--- src/rtl/imm_gen_pipe_if.sv ---
// Handshake and payload bundle for imm_gen_pipe: upstream instruction/PC channel,
// flush, and downstream decoded-immediate channel.
interface imm_gen_pipe_if #(
  parameter int unsigned XLEN = 32
);
  logic            in_valid;
  logic            in_ready;
  logic [31:0]     in_instr;
  logic [XLEN-1:0] in_pc;
  logic            flush;
  logic            out_valid;
  logic            out_ready;
  logic [XLEN-1:0] out_imm;
  logic [2:0]      out_fmt;
  logic [XLEN-1:0] out_target;
  logic [XLEN-1:0] out_pc;

  modport slave (
    input  in_valid, in_instr, in_pc, flush, out_ready,
    output in_ready, out_valid, out_imm, out_fmt, out_target, out_pc
  );

  modport master (
    output in_valid, in_instr, in_pc, flush, out_ready,
    input  in_ready, out_valid, out_imm, out_fmt, out_target, out_pc
  );
endinterface

--- src/rtl/imm_gen_pipe.sv ---
// RISC-V immediate generator: decodes format and immediate in one cycle and buffers
// results in a 2-entry skid buffer with a registered in_ready.
module imm_gen_pipe #(
  parameter int unsigned XLEN   = 32,
  parameter bit          PC_ADD = 1'b1
) (
  input logic          clk,
  input logic          rst_n,
  imm_gen_pipe_if.slave bus
);

  typedef enum logic [1:0] {EMPTY, ONE, TWO} state_t;

  typedef enum logic [2:0] {
    FMT_R   = 3'd0,
    FMT_I   = 3'd1,
    FMT_S   = 3'd2,
    FMT_B   = 3'd3,
    FMT_U   = 3'd4,
    FMT_J   = 3'd5,
    FMT_ISH = 3'd6,
    FMT_ILL = 3'd7
  } fmt_t;

  typedef struct packed {
    logic [XLEN-1:0] imm;
    logic [2:0]      fmt;
    logic [XLEN-1:0] pc;
    logic [XLEN-1:0] target;
  } entry_t;

  function automatic logic [XLEN-1:0] sext32(input logic signed [31:0] v);
    return XLEN'(v);
  endfunction

  state_t      state, state_next;
  entry_t      dec, out_q, skid_q;
  logic        in_ready_q;
  logic        accept, pop;
  logic        load_out, load_skid, out_from_skid;
  logic [31:0] instr;
  logic [6:0]  opcode;
  logic [2:0]  funct3;
  fmt_t        fmt;
  logic [XLEN-1:0] imm;

  assign instr  = bus.in_instr;
  assign opcode = instr[6:0];
  assign funct3 = instr[14:12];

  always_comb begin
    fmt = FMT_ILL;
    imm = '0;
    case (opcode)
      7'b0110111, 7'b0010111: begin
        fmt = FMT_U;
        imm = sext32({instr[31:12], 12'b0});
      end
      7'b1101111: begin
        fmt = FMT_J;
        imm = sext32({{11{instr[31]}}, instr[31], instr[19:12], instr[20], instr[30:21], 1'b0});
      end
      7'b0010011: begin
        if (funct3 == 3'b001 || funct3 == 3'b101) begin
          fmt = FMT_ISH;
          imm = (XLEN == 64) ? XLEN'(instr[25:20]) : XLEN'(instr[24:20]);
        end else begin
          fmt = FMT_I;
          imm = sext32({{20{instr[31]}}, instr[31:20]});
        end
      end
      7'b1100111, 7'b0000011, 7'b1110011: begin
        fmt = FMT_I;
        imm = sext32({{20{instr[31]}}, instr[31:20]});
      end
      7'b0100011: begin
        fmt = FMT_S;
        imm = sext32({{20{instr[31]}}, instr[31:25], instr[11:7]});
      end
      7'b1100011: begin
        fmt = FMT_B;
        imm = sext32({{19{instr[31]}}, instr[31], instr[7], instr[30:25], instr[11:8], 1'b0});
      end
      7'b0110011: begin
        fmt = FMT_R;
        imm = '0;
      end
      default: begin
        fmt = FMT_ILL;
        imm = '0;
      end
    endcase
  end

  always_comb begin
    dec        = '0;
    dec.imm    = imm;
    dec.fmt    = fmt;
    dec.pc     = bus.in_pc;
    dec.target = PC_ADD ? (bus.in_pc + imm) : '0;
  end

  assign accept = bus.in_valid && in_ready_q && !bus.flush;
  assign pop    = (state != EMPTY) && bus.out_ready;

  always_ff @(posedge clk or negedge rst_n) begin
    if (!rst_n) begin
      state      <= EMPTY;
      in_ready_q <= 1'b0;
    end else begin
      state      <= state_next;
      in_ready_q <= (state_next != TWO);
    end
  end

  always_comb begin
    state_next    = state;
    load_out      = 1'b0;
    load_skid     = 1'b0;
    out_from_skid = 1'b0;
    case (state)
      EMPTY: begin
        if (accept) begin
          state_next = ONE;
          load_out   = 1'b1;
        end
      end
      ONE: begin
        if (accept && !pop) begin
          state_next = TWO;
          load_skid  = 1'b1;
        end else if (accept && pop) begin
          load_out = 1'b1;
        end else if (pop) begin
          state_next = EMPTY;
        end
      end
      TWO: begin
        if (pop) begin
          state_next    = ONE;
          out_from_skid = 1'b1;
        end
      end
      default: state_next = EMPTY;
    endcase
    // Flush only redirects the state; stale register contents are hidden by out_valid.
    if (bus.flush) state_next = EMPTY;
  end

  always_ff @(posedge clk or negedge rst_n) begin
    if (!rst_n) begin
      out_q  <= '0;
      skid_q <= '0;
    end else begin
      if (load_out)           out_q <= dec;
      else if (out_from_skid) out_q <= skid_q;
      if (load_skid)          skid_q <= dec;
    end
  end

  assign bus.in_ready   = in_ready_q;
  assign bus.out_valid  = (state != EMPTY);
  assign bus.out_imm    = out_q.imm;
  assign bus.out_fmt    = out_q.fmt;
  assign bus.out_pc     = out_q.pc;
  assign bus.out_target = out_q.target;

endmodule

--- src/flat_wrapper.sv ---
// flat-port wrapper written by rule: the top's interface ports become plain ports
module imm_gen_pipe_flat 
#(
  parameter int unsigned XLEN   = 32,
  parameter bit          PC_ADD = 1'b1
)
  (clk, rst_n, bus_in_valid, bus_in_instr, bus_in_pc, bus_flush, bus_out_ready, bus_in_ready, bus_out_valid, bus_out_imm, bus_out_fmt, bus_out_target, bus_out_pc);
  imm_gen_pipe_if #(.XLEN(XLEN)) bus_i ();
  input logic clk;
  input logic rst_n;
  input wire logic [$bits(bus_i.in_valid)-1:0] bus_in_valid;
  input wire logic [$bits(bus_i.in_instr)-1:0] bus_in_instr;
  input wire logic [$bits(bus_i.in_pc)-1:0] bus_in_pc;
  input wire logic [$bits(bus_i.flush)-1:0] bus_flush;
  input wire logic [$bits(bus_i.out_ready)-1:0] bus_out_ready;
  output wire logic [$bits(bus_i.in_ready)-1:0] bus_in_ready;
  output wire logic [$bits(bus_i.out_valid)-1:0] bus_out_valid;
  output wire logic [$bits(bus_i.out_imm)-1:0] bus_out_imm;
  output wire logic [$bits(bus_i.out_fmt)-1:0] bus_out_fmt;
  output wire logic [$bits(bus_i.out_target)-1:0] bus_out_target;
  output wire logic [$bits(bus_i.out_pc)-1:0] bus_out_pc;
  assign bus_i.in_valid = bus_in_valid;
  assign bus_i.in_instr = bus_in_instr;
  assign bus_i.in_pc = bus_in_pc;
  assign bus_i.flush = bus_flush;
  assign bus_i.out_ready = bus_out_ready;
  assign bus_in_ready = bus_i.in_ready;
  assign bus_out_valid = bus_i.out_valid;
  assign bus_out_imm = bus_i.out_imm;
  assign bus_out_fmt = bus_i.out_fmt;
  assign bus_out_target = bus_i.out_target;
  assign bus_out_pc = bus_i.out_pc;
  imm_gen_pipe #(.XLEN(XLEN), .PC_ADD(PC_ADD)) u_core (.clk(clk), .rst_n(rst_n), .bus(bus_i));
endmodule
--- config.mk ---
export PLATFORM = sky130hd
export DESIGN_NAME = imm_gen_pipe_flat
export DESIGN_NICKNAME = d
export VERILOG_FILES = /design/src/rtl/imm_gen_pipe_if.sv /design/src/rtl/imm_gen_pipe.sv /design/src/flat_wrapper.sv
export SDC_FILE = /design/constraint.sdc
export NUM_CORES = 1
export LEC_CHECK = 0
export BUFFER_PORTS_ARGS = -buffer_cell sky130_fd_sc_hd__buf_2
export CORE_ASPECT_RATIO = 1.5
export CORE_MARGIN = 2
export CORE_UTILIZATION = 30
export CTS_CLUSTER_DIAMETER = 40
export DETAILED_ROUTE_END_ITERATION = 7
export PLACE_DENSITY = 0.51
export SYNTH_ARGS = -nofsm -noshare
export SYNTH_HDL_FRONTEND = slang
export SYNTH_SLANG_ARGS = --single-unit
--- constraint.sdc ---
create_clock -name clk -period 4.5 [get_ports clk]
set_input_delay 0.9 -clock clk [delete_from_list [all_inputs] [get_ports clk]]
set_output_delay 0.9 -clock clk [all_outputs]
set_load 0.01 [all_outputs]
==> results of run 1 <==
==> cell type report <==
class | count | area, sq um
clock inverter | 19 | 239
sequential | 201 | 5030
clock buffer | 30 | 717
tap | 425 | 532
multi-input combinational | 852 | 5000
fill | 3492 | 20600
timing repair buffer | 319 | 2030
inverter | 35 | 131
==> state kept, by name (all words and copies together) (netlist names) <==
signal	cells
u_core.bus.in_ready	1
u_core.bus.out_target	32
u_core.bus.out_imm	32
u_core.bus.out_fmt	3
u_core.state	2
u_core.skid_q	99
u_core.bus.out_pc	32
==> cells by family (layout without fill, tap and decap cells) <==
kind of cell | Yosys count | count (layout)
adders and majority gates | 32 | 32
muxes | 16 | 16
and+or+nand+nor | 416 | 416
DFF | 201 | 201
buffers and inverters | 110 | 403
AOI/OAI and AO/OA | 360 | 360
xor gates and xnor gates | 28 | 28
==> worst paths after layout <==
kind / end / slack, ns / depth (start not counted)
min: u_core.bus.out_pc[30]$_DFFE_PN0P_ / 0.38 / 1
min reg2reg: u_core.bus.out_pc[13]$_DFFE_PN0P_ / 0.47 / 2
max in group asynchronous: u_core.skid_q[82]$_DFFE_PN0P_ / 3.09 / 2
max: u_core.bus.out_target[29]$_DFFE_PN0P_ / 0.40 / 19
min in group clk: u_core.bus.out_pc[13]$_DFFE_PN0P_ / 0.47 / 2
max reg2reg: u_core.bus.out_target[0]$_DFFE_PN0P_ / 1.83 / 7
==> per-stage QoR <==
step	instances	setup TNS [ns]	util (%)	power [W]	hold WS, ns
3_5_place_dp	1832	-0.689	37.1	0.00326	0.459
6_report	1881	0	39.9	0.00546	0.378
4_1_cts	1881	0	39.9	0.00554	0.402
3_3_place_gp	1832	-1.00	37.1	0.00324	0.455
2_1_floorplan	1163	0	-	0.00278	0.443
5_1_grt	1881	0	39.9	0.00575	0.430
==> cells in the mapped netlist, drive strengths merged (8+ instances only) <==
library cell  count
a22oi            71
clkbuf           50
o31ai             9
dfrtp           201
a21o             11
o211ai            8
buf              25
nand2           289
nand4             9
nor3              9
nor2b            29
ha               31
inv              35
o21a              9
xor2              9
a21oi            81
nand3            10
nor2             34
mux2i            12
a211oi           31
nand2b           10
xnor2            19
o21ai           115
==> where the power goes <==
group / internal [W] / switching (W)
registers: 0.00211 / 0.000160
clock network: 0.00135 / 0.000901
logic: 0.000394 / 0.000546
total: 0.00385 / 0.00161
==> routing by layer <==
metal	wire (microns)	share of wire (%)
met1	15000	41
met5	21	0.058
met2	18900	52
met4	1010	2.8
met3	1380	3.8
==> critical path, stage by stage <==
cell and delay (ns):
buf_2 0.12, nor2b_1 0.23, buf_4 0.17, a2111o_1 0.14, a21oi_2 0.08, o21a_1 0.21, buf_4 0.15, buf_4 0.14
a21oi_1 0.39, inv_1 0.17, ha_1 0.32, buf_4 0.16, nand2_1 0.10, buf_4 0.11, nor2_1 0.05, a21oi_1 0.32
a31oi_1 0.16, xnor2_1 0.41, a21oi_1 0.13
==> results.cfg, run 1 <==
[worst_hold_path]
hold_class = input pin to asynchronous set/reset pin

[placed_design]
dpl.hpwl_microns = 27500
post_dp_cell_area_sq_um = 12700
portBuffers = 169
pre_cts_ws_ns = -0.155
gp_congestion = 0.977

[logic_synthesis]
netlist_area_sq_um = 10400
synth-main-ff-cell = dfrtp_1
synth_compound_area_share_pct = 22.1
synthSimpleGateAreaFrac_pct = 17.6
synthArstFlopShare_pct = 100
synth_xor_area_share_pct = 2.35
yosys.area.top_type = dfrtp_1
syn_inst = 1163
synthAdderAreaFrac_pct = 3.91
ys_ff_latch = 201
synth.area.top_cells = dfrtp_1 (48%), nand2_1 (10%), a22oi_1 (5.1%)
synth_warnings = 0
syn_area_per_cell_sq_um = 8.97
muxShareOfSynthArea_pct = 1.58
ys_seq_area_share_pct = 48.2
synth_top_family_by_area = compound AO/OA/AOI/OAI gates
synth.top_cell.area_share_pct = 48.2
synth_nets = 1264
yosysUniqueCellTypes = 63
synth_edf_count = 0

[cells_and_area]
final_common_cell = nand2_1
areaGrowthSynthToFinish_pct = 31.0
final_cell_mix = nand2_1 (288), dfrtp_1 (201), buf_2 (168), buf_4 (146), o21ai_0 (92)
stdcell_area_sq_um = 13700
num-nets-final = 1537
drive_gt1_share_pct = 27.3
antenna_cells = 0

[die]
die-width_microns = 156
start_util_pct = 30.5
ioPinCount = 170
num_rows = 83
core_sq_um = 34300
fp.dieH_microns = 232
die_area_sq_um = 36300

[clocking]
cts_max_path_buffers = 3
h-tree-depth = 1
post-cts-setup-buffers = 0
clock_sinks = 201
cts-resized-gates = 0
numCtsBuffers = 27
ctsHoldBuffers = 0
root_buffer = clkbuf_16
cts_tree = built
clock_latency_ns = 0.56
clkSlewWorstSetupHoldPaths_ns = 0.06

[critical_path]
cp-startpoint = bus_in_instr[12]
endpoint_kind = flop
cp_data_required_time_ns = 4.88
startpoint_type = input pin
cp.arrival_ns = 4.48
r2r_start = u_core.state[0]$_DFF_PN0_
crit_type = input pin to flop
path_max_fanout = 6

[global_route]
met1_usage_pct = 24.8
grt_pass1_wl_microns = 56000
grt_use_met2_pct = 36.3
grt_usage_pct = 20.1
overflow = 0
grt_max_degree = 86
antenna_found_initial = 2
grt_pass1_vias = 9447
gr-max-usage-layer = met2
gr-usage-met3_pct = 2.37

[drt]
firstDrtPassIters = 4
wl_microns = 36300
wire_per_inst_microns = 19.3
vias_per_cell = 5.04
drc_errors = 0
vias = 9482
drt_iter0_markers = 578
drtAntennaViolNets = 0

[sta]
max_slew_margin_pct = 27.3
max_freq_mhz = 244
rsz0062_at_grt = no
setup_violations = 0
layout_setup_ws_ns = 0.398
finalMaxSlewViolations = 0
fin_crit_ns = 4.10
fin_skew_ns = 0.0186
fin_crit_sh_pct = 91.2
tightest_slew_ns = 1.09
finalHoldViolations = 0

[run]
max_cap_viol_count = 0

[status]
status = completed

[pwr]
leakage_nw = 6.87
p_per_area_nw_per_um2 = 399
peakVddDrop_mv = 0.273
Note: power is estimated with default switching activity, not from simulation.
==> inputs of run 2 (changes only) <==
- CORE_UTILIZATION: 30 -> 35
- PLACE_DENSITY: 0.51 -> 0.57
==> results.cfg, run 2 (synthesized netlist as in run 1, its figures left out) <==
[sta]
finalMaxSlewViolations = 0
fin_crit_sh_pct = 93.2
setup_violations = 0
fin_crit_ns = 4.19
fin_skew_ns = 0.0106
max_slew_margin_pct = 35.8
rsz0062_at_grt = no
fin_setup_tns_ns = 0
finalHoldViolations = 0
tightest_slew_ns = 0.960
max_freq_mhz = 238

[run]
max_cap_viol_count = 0

[placed_design]
post_dp_cell_area_sq_um = 12300
gp_congestion = 0.883
dpl.hpwl_microns = 24900
dp.cells = 1760
portBuffers = 169

[pwr]
power_w = 0.00539
leakage_nw = 6.65
p_per_area_nw_per_um2 = 406
peakVddDrop_mv = 0.261

[cells_and_area]
stdcell_area_sq_um = 13300
final_cell_mix = nand2_1 (288), dfrtp_1 (201), buf_2 (168), buf_4 (106), o21ai_0 (92)
postLayoutCoreUtil_pct = 45.2
top_register = u_core.skid_q
areaGrowthSynthToFinish_pct = 27.2
drive_gt1_share_pct = 25.0
final_cells = 1807
antenna_cells = 0
largest_reg_flops = 99
final_common_cell = nand2_1
num-nets-final = 1494

[die]
fp.dieH_microns = 215
num_rows = 77
die-width_microns = 145
core_sq_um = 29400
die_area_sq_um = 31200
ioPinCount = 170
start_util_pct = 35.5

[drt]
firstDrtPassIters = 5
vias = 9270
drc_errors = 0
drtAntennaViolNets = 0
wire_per_inst_microns = 18.5
wl_microns = 33500
vias_per_cell = 5.13
drt_iter0_markers = 550

[clocking]
clkSlewWorstSetupHoldPaths_ns = 0.06
ctsHoldBuffers = 0
cts_tree = built
clock_latency_ns = 0.54
numCtsBuffers = 26
root_buffer = clkbuf_16
cts-resized-gates = 0
post-cts-setup-buffers = 0
clock_sinks = 201
cts_max_path_buffers = 3
h-tree-depth = 1

[global_route]
grt_pass1_vias = 9388
grt_usage_pct = 21.2
antenna_found_initial = 2
grt_pass1_wl_microns = 52900
overflow = 0
grt_max_degree = 101

[critical_path]
cp.arrival_ns = 4.57
path_max_fanout = 11
cp_data_required_time_ns = 4.88
endpoint_kind = flop
reg2reg_depth = 7
startpoint_type = input pin
crit_type = input pin to flop

[status]
status = completed

[worst_hold_path]
hold_class = input pin to asynchronous set/reset pin
## run 2: cell count changes in the layout (fill, tap and decap cells not counted), sizes merged
| cell | before | now |
|---|---|---|
| inv | 41 | 38 |
| bufinv | 3 | 4 |
| buf | 318 | 276 |
## run 2: area by class of cell
class | count | area [sq um]
multi-input cells | 852 | 5000
fillers | 2896 | 16100
clock inverters | 17 | 241
inverters | 35 | 131
repair buffers | 277 | 1690
well taps | 395 | 494
flip-flops and latches | 201 | 5030
clock buffers | 30 | 696
## run 2: final timing paths
check / end / startpoint / slack (ns)
worst max-delay path: u_core.bus.out_target[27]$_DFFE_PN0P_ / bus_in_instr[12] / 0.31
worst min-delay path: u_core.bus.out_pc[30]$_DFFE_PN0P_ / rst_n / 0.44
worst max register to register: u_core.bus.out_imm[14]$_DFFE_PN0P_ / u_core.state[0]$_DFF_PN0_ / 1.89
worst min register to register: u_core.bus.out_pc[15]$_DFFE_PN0P_ / u_core.bus.out_pc[15]$_DFFE_PN0P_ / 0.47
max in group asynchronous: u_core.bus.out_imm[10]$_DFFE_PN0P_ / rst_n / 3.06
min in group clk: u_core.bus.out_pc[15]$_DFFE_PN0P_ / u_core.bus.out_pc[15]$_DFFE_PN0P_ / 0.47
## run 2: report_power, final
part           total [W]  switching [W]  internal, W
clock            0.00221       0.000850      0.00136
combinational   0.000914       0.000535     0.000379
sequential       0.00227       0.000161      0.00211
total            0.00539        0.00155      0.00385
## run 2: critical path, stage by stage
cell and delay, ns:
buf_2 0.10, nor2b_1 0.32, buf_4 0.19, a2111o_1 0.15, a21oi_2 0.08, or3_1 0.46
and2_4 0.27, a21oi_2 0.20, inv_1 0.10, ha_1 0.32, a21oi_1 0.29, o21ai_2 0.18
o21ai_0 0.28, a21oi_1 0.06, a21oi_1 0.18, xor2_1 0.36, a21oi_1 0.12
## run 2: through the flow
step	setup slack [ns]	hold slack [ns]
5_1_grt	0.181	0.498
6_report	0.305	0.444
2_1_floorplan	0.515	0.443
3_5_place_dp	-0.196	0.457
3_3_place_gp	-0.152	0.453
4_1_cts	0.351	0.473
## run 2: per-layer routing
metal	global-route usage (%)	wire [microns]	up-vias
met5	0	28	-
met4	6.24	849	4
met3	2.94	1370	49
met2	38.6	17400	193
met1	26.1	13900	4475
li1	-	-	4549
==> inputs of run 3 (changes only) <==
==> constraint.sdc (replaced) <==
create_clock -name clk -period 4.5 [get_ports clk]
set_input_delay 0.675 -clock clk [delete_from_list [all_inputs] [get_ports clk]]
set_output_delay 0.675 -clock clk [all_outputs]
set_load 0.01 [all_outputs]
==> results.cfg, run 3 (synthesized netlist as in run 1, its figures left out) <==
[critical_path]
path_max_fanout = 11
reg2reg_depth = 7
cp.arrival_ns = 4.26
startpoint_type = input pin
endpoint_kind = flop
timing.rr.end = u_core.bus.out_fmt[0]$_DFFE_PN0P_
r2r_start = u_core.state[0]$_DFF_PN0_
reg2reg_slack_ns = 1.81
cp_data_required_time_ns = 4.85
crit_type = input pin to flop

[sta]
fin_crit_sh_pct = 86.8
rsz0062_at_grt = no
setup_violations = 0
finalHoldViolations = 0
finalMaxSlewViolations = 0
fin_crit_ns = 3.91
max_slew_margin_pct = 34.1
max_freq_mhz = 256
fin_skew_ns = 0.0107
tightest_slew_ns = 0.986
fin_setup_tns_ns = 0

[cells_and_area]
seqCellArea_sq_um = 5030
antenna_cells = 0
final_common_cell = nand2_1
final_cell_mix = nand2_1 (288), dfrtp_1 (201), buf_2 (168), o21ai_0 (92), a22oi_1 (71)
largest_reg_flops = 99
num-nets-final = 1442
top_register = u_core.skid_q
fill_cells = 2919
drive_gt1_share_pct = 22.1
multiInputGateArea_sq_um = 5000
stdcell_area_sq_um = 12800
areaGrowthSynthToFinish_pct = 23.0

[pwr]
switching_share_pct = 29.2
peakVddDrop_mv = 0.270
power_frac_comb_pct = 16.7
p_per_area_nw_per_um2 = 413
leakage_nw = 6.38
power.switching_w = 0.00155
clkPwrFrac_pct = 40.6
internal_power_w = 0.00376
p_seq_share_pct = 42.7

[global_route]
grt_pass1_wl_microns = 51300
grt_max_degree = 111
antenna_found_initial = 0
overflow = 0
grt_pass1_vias = 8935
grt_usage_pct = 20.8

[clocking]
cts-resized-gates = 0
ctsHoldBuffers = 0
cts_max_path_buffers = 3
post-cts-setup-buffers = 0
clock_latency_ns = 0.53
cts_tree = built
h-tree-depth = 1
root_buffer = clkbuf_16
clkSlewWorstSetupHoldPaths_ns = 0.06
clock_sinks = 201
numCtsBuffers = 26

[placed_design]
gp_congestion = 0.898
dpl.hpwl_microns = 24200
portBuffers = 169
post_dp_cell_area_sq_um = 11900

[die]
fp.dieH_microns = 215
start_util_pct = 35.5
num_rows = 77
core_sq_um = 29400
ioPinCount = 170
die_area_sq_um = 31200
die-width_microns = 145

[drt]
vias = 9052
wl_microns = 32900
firstDrtPassIters = 4
wire_per_inst_microns = 18.7
drc_errors = 0
drtAntennaViolNets = 0
vias_per_cell = 5.16
drt_iter0_markers = 546

[run]
max_cap_viol_count = 0

[worst_hold_path]
hold_class = input pin to asynchronous set/reset pin

[status]
status = completed
run 3: cell count changes in the layout (fill, tap and decap cells not counted), sizes merged:
| cell | change |
|---|---|
| clkinv | -2 |
| clkbuf | -1 |
| buf | -52 |
| inv | +4 |
| bufinv | -1 |
run 3: layer usage:
metal / track usage (%) / wire (microns) / up-vias
met2: 35.8 / 16300 / 253
met3: 2.94 / 1480 / 62
li1: - / - / 4444
met1: 25.6 / 13600 / 4293
met4: 10.2 / 1540 / 0
met5: 0 / 0 / -
run 3: layout make-up:
class / instances / share of cell area, %
clock buffer: 29 / 5.32
clock inverter: 18 / 1.67
inverter: 35 / 1.02
multi-input combinational: 852 / 38.9
sequential: 201 / 39.2
tap: 395 / 3.85
timing repair buffer: 225 / 10.0
run 3: power groups by stage:
stage	sequential [W]	combinational [W]	clock [W]
6_report	0.00227	0.000886	0.00215
5_1_grt	0.00231	0.00100	0.00228
4_1_cts	0.00227	0.000900	0.00220
3_5_place_dp	0.00230	0.000896	0
3_3_place_gp	0.00229	0.000882	0
2_1_floorplan	0.00233	0.000458	0
run 3: stage by stage:
| stage | power [W] | util, % | worst slack (ns) | cells | hold WS (ns) |
|---|---|---|---|---|---|
| final | 0.00530 | 43.7 | 0.594 | 1755 | 0.253 |
| after global routing | 0.00558 | 43.7 | 0.292 | 1755 | 0.349 |
| after CTS | 0.00537 | 43.7 | 0.631 | 1755 | 0.306 |
| after detailed placement | 0.00319 | 40.6 | 0.103 | 1708 | 0.458 |
| after global placement | 0.00317 | 40.6 | 0.0582 | 1708 | 0.456 |
| after floorplan | 0.00278 | - | 0.740 | 1163 | 0.379 |
run 3: worst max-delay path: stages:
cell      delay [ns]
buf_2           0.10
nor2b_1         0.26
buf_4           0.18
a2111o_1        0.14
a21oi_2         0.09
or3_1           0.47
and2_4          0.27
a21oi_1         0.23
inv_1           0.13
ha_1            0.41
a21oi_1         0.27
o21ai_2         0.14
o21ai_0         0.26
a21oi_1         0.06
a21oi_1         0.18
xor2_1          0.26
a21oi_1         0.13
run 3: worst max-delay path by stage:
stage,start,to,cells after the start
after floorplan,bus_in_instr[4],u_core.bus.out_target[30]$_DFFE_PN0P_,15
after global placement,bus_in_instr[12],u_core.bus.out_target[27]$_DFFE_PN0P_,17
after detailed placement,bus_in_instr[12],u_core.bus.out_target[27]$_DFFE_PN0P_,17
after CTS,bus_in_instr[12],u_core.bus.out_target[27]$_DFFE_PN0P_,17
after global routing,bus_in_instr[12],u_core.bus.out_target[27]$_DFFE_PN0P_,17
final,bus_in_instr[12],u_core.bus.out_target[27]$_DFFE_PN0P_,17
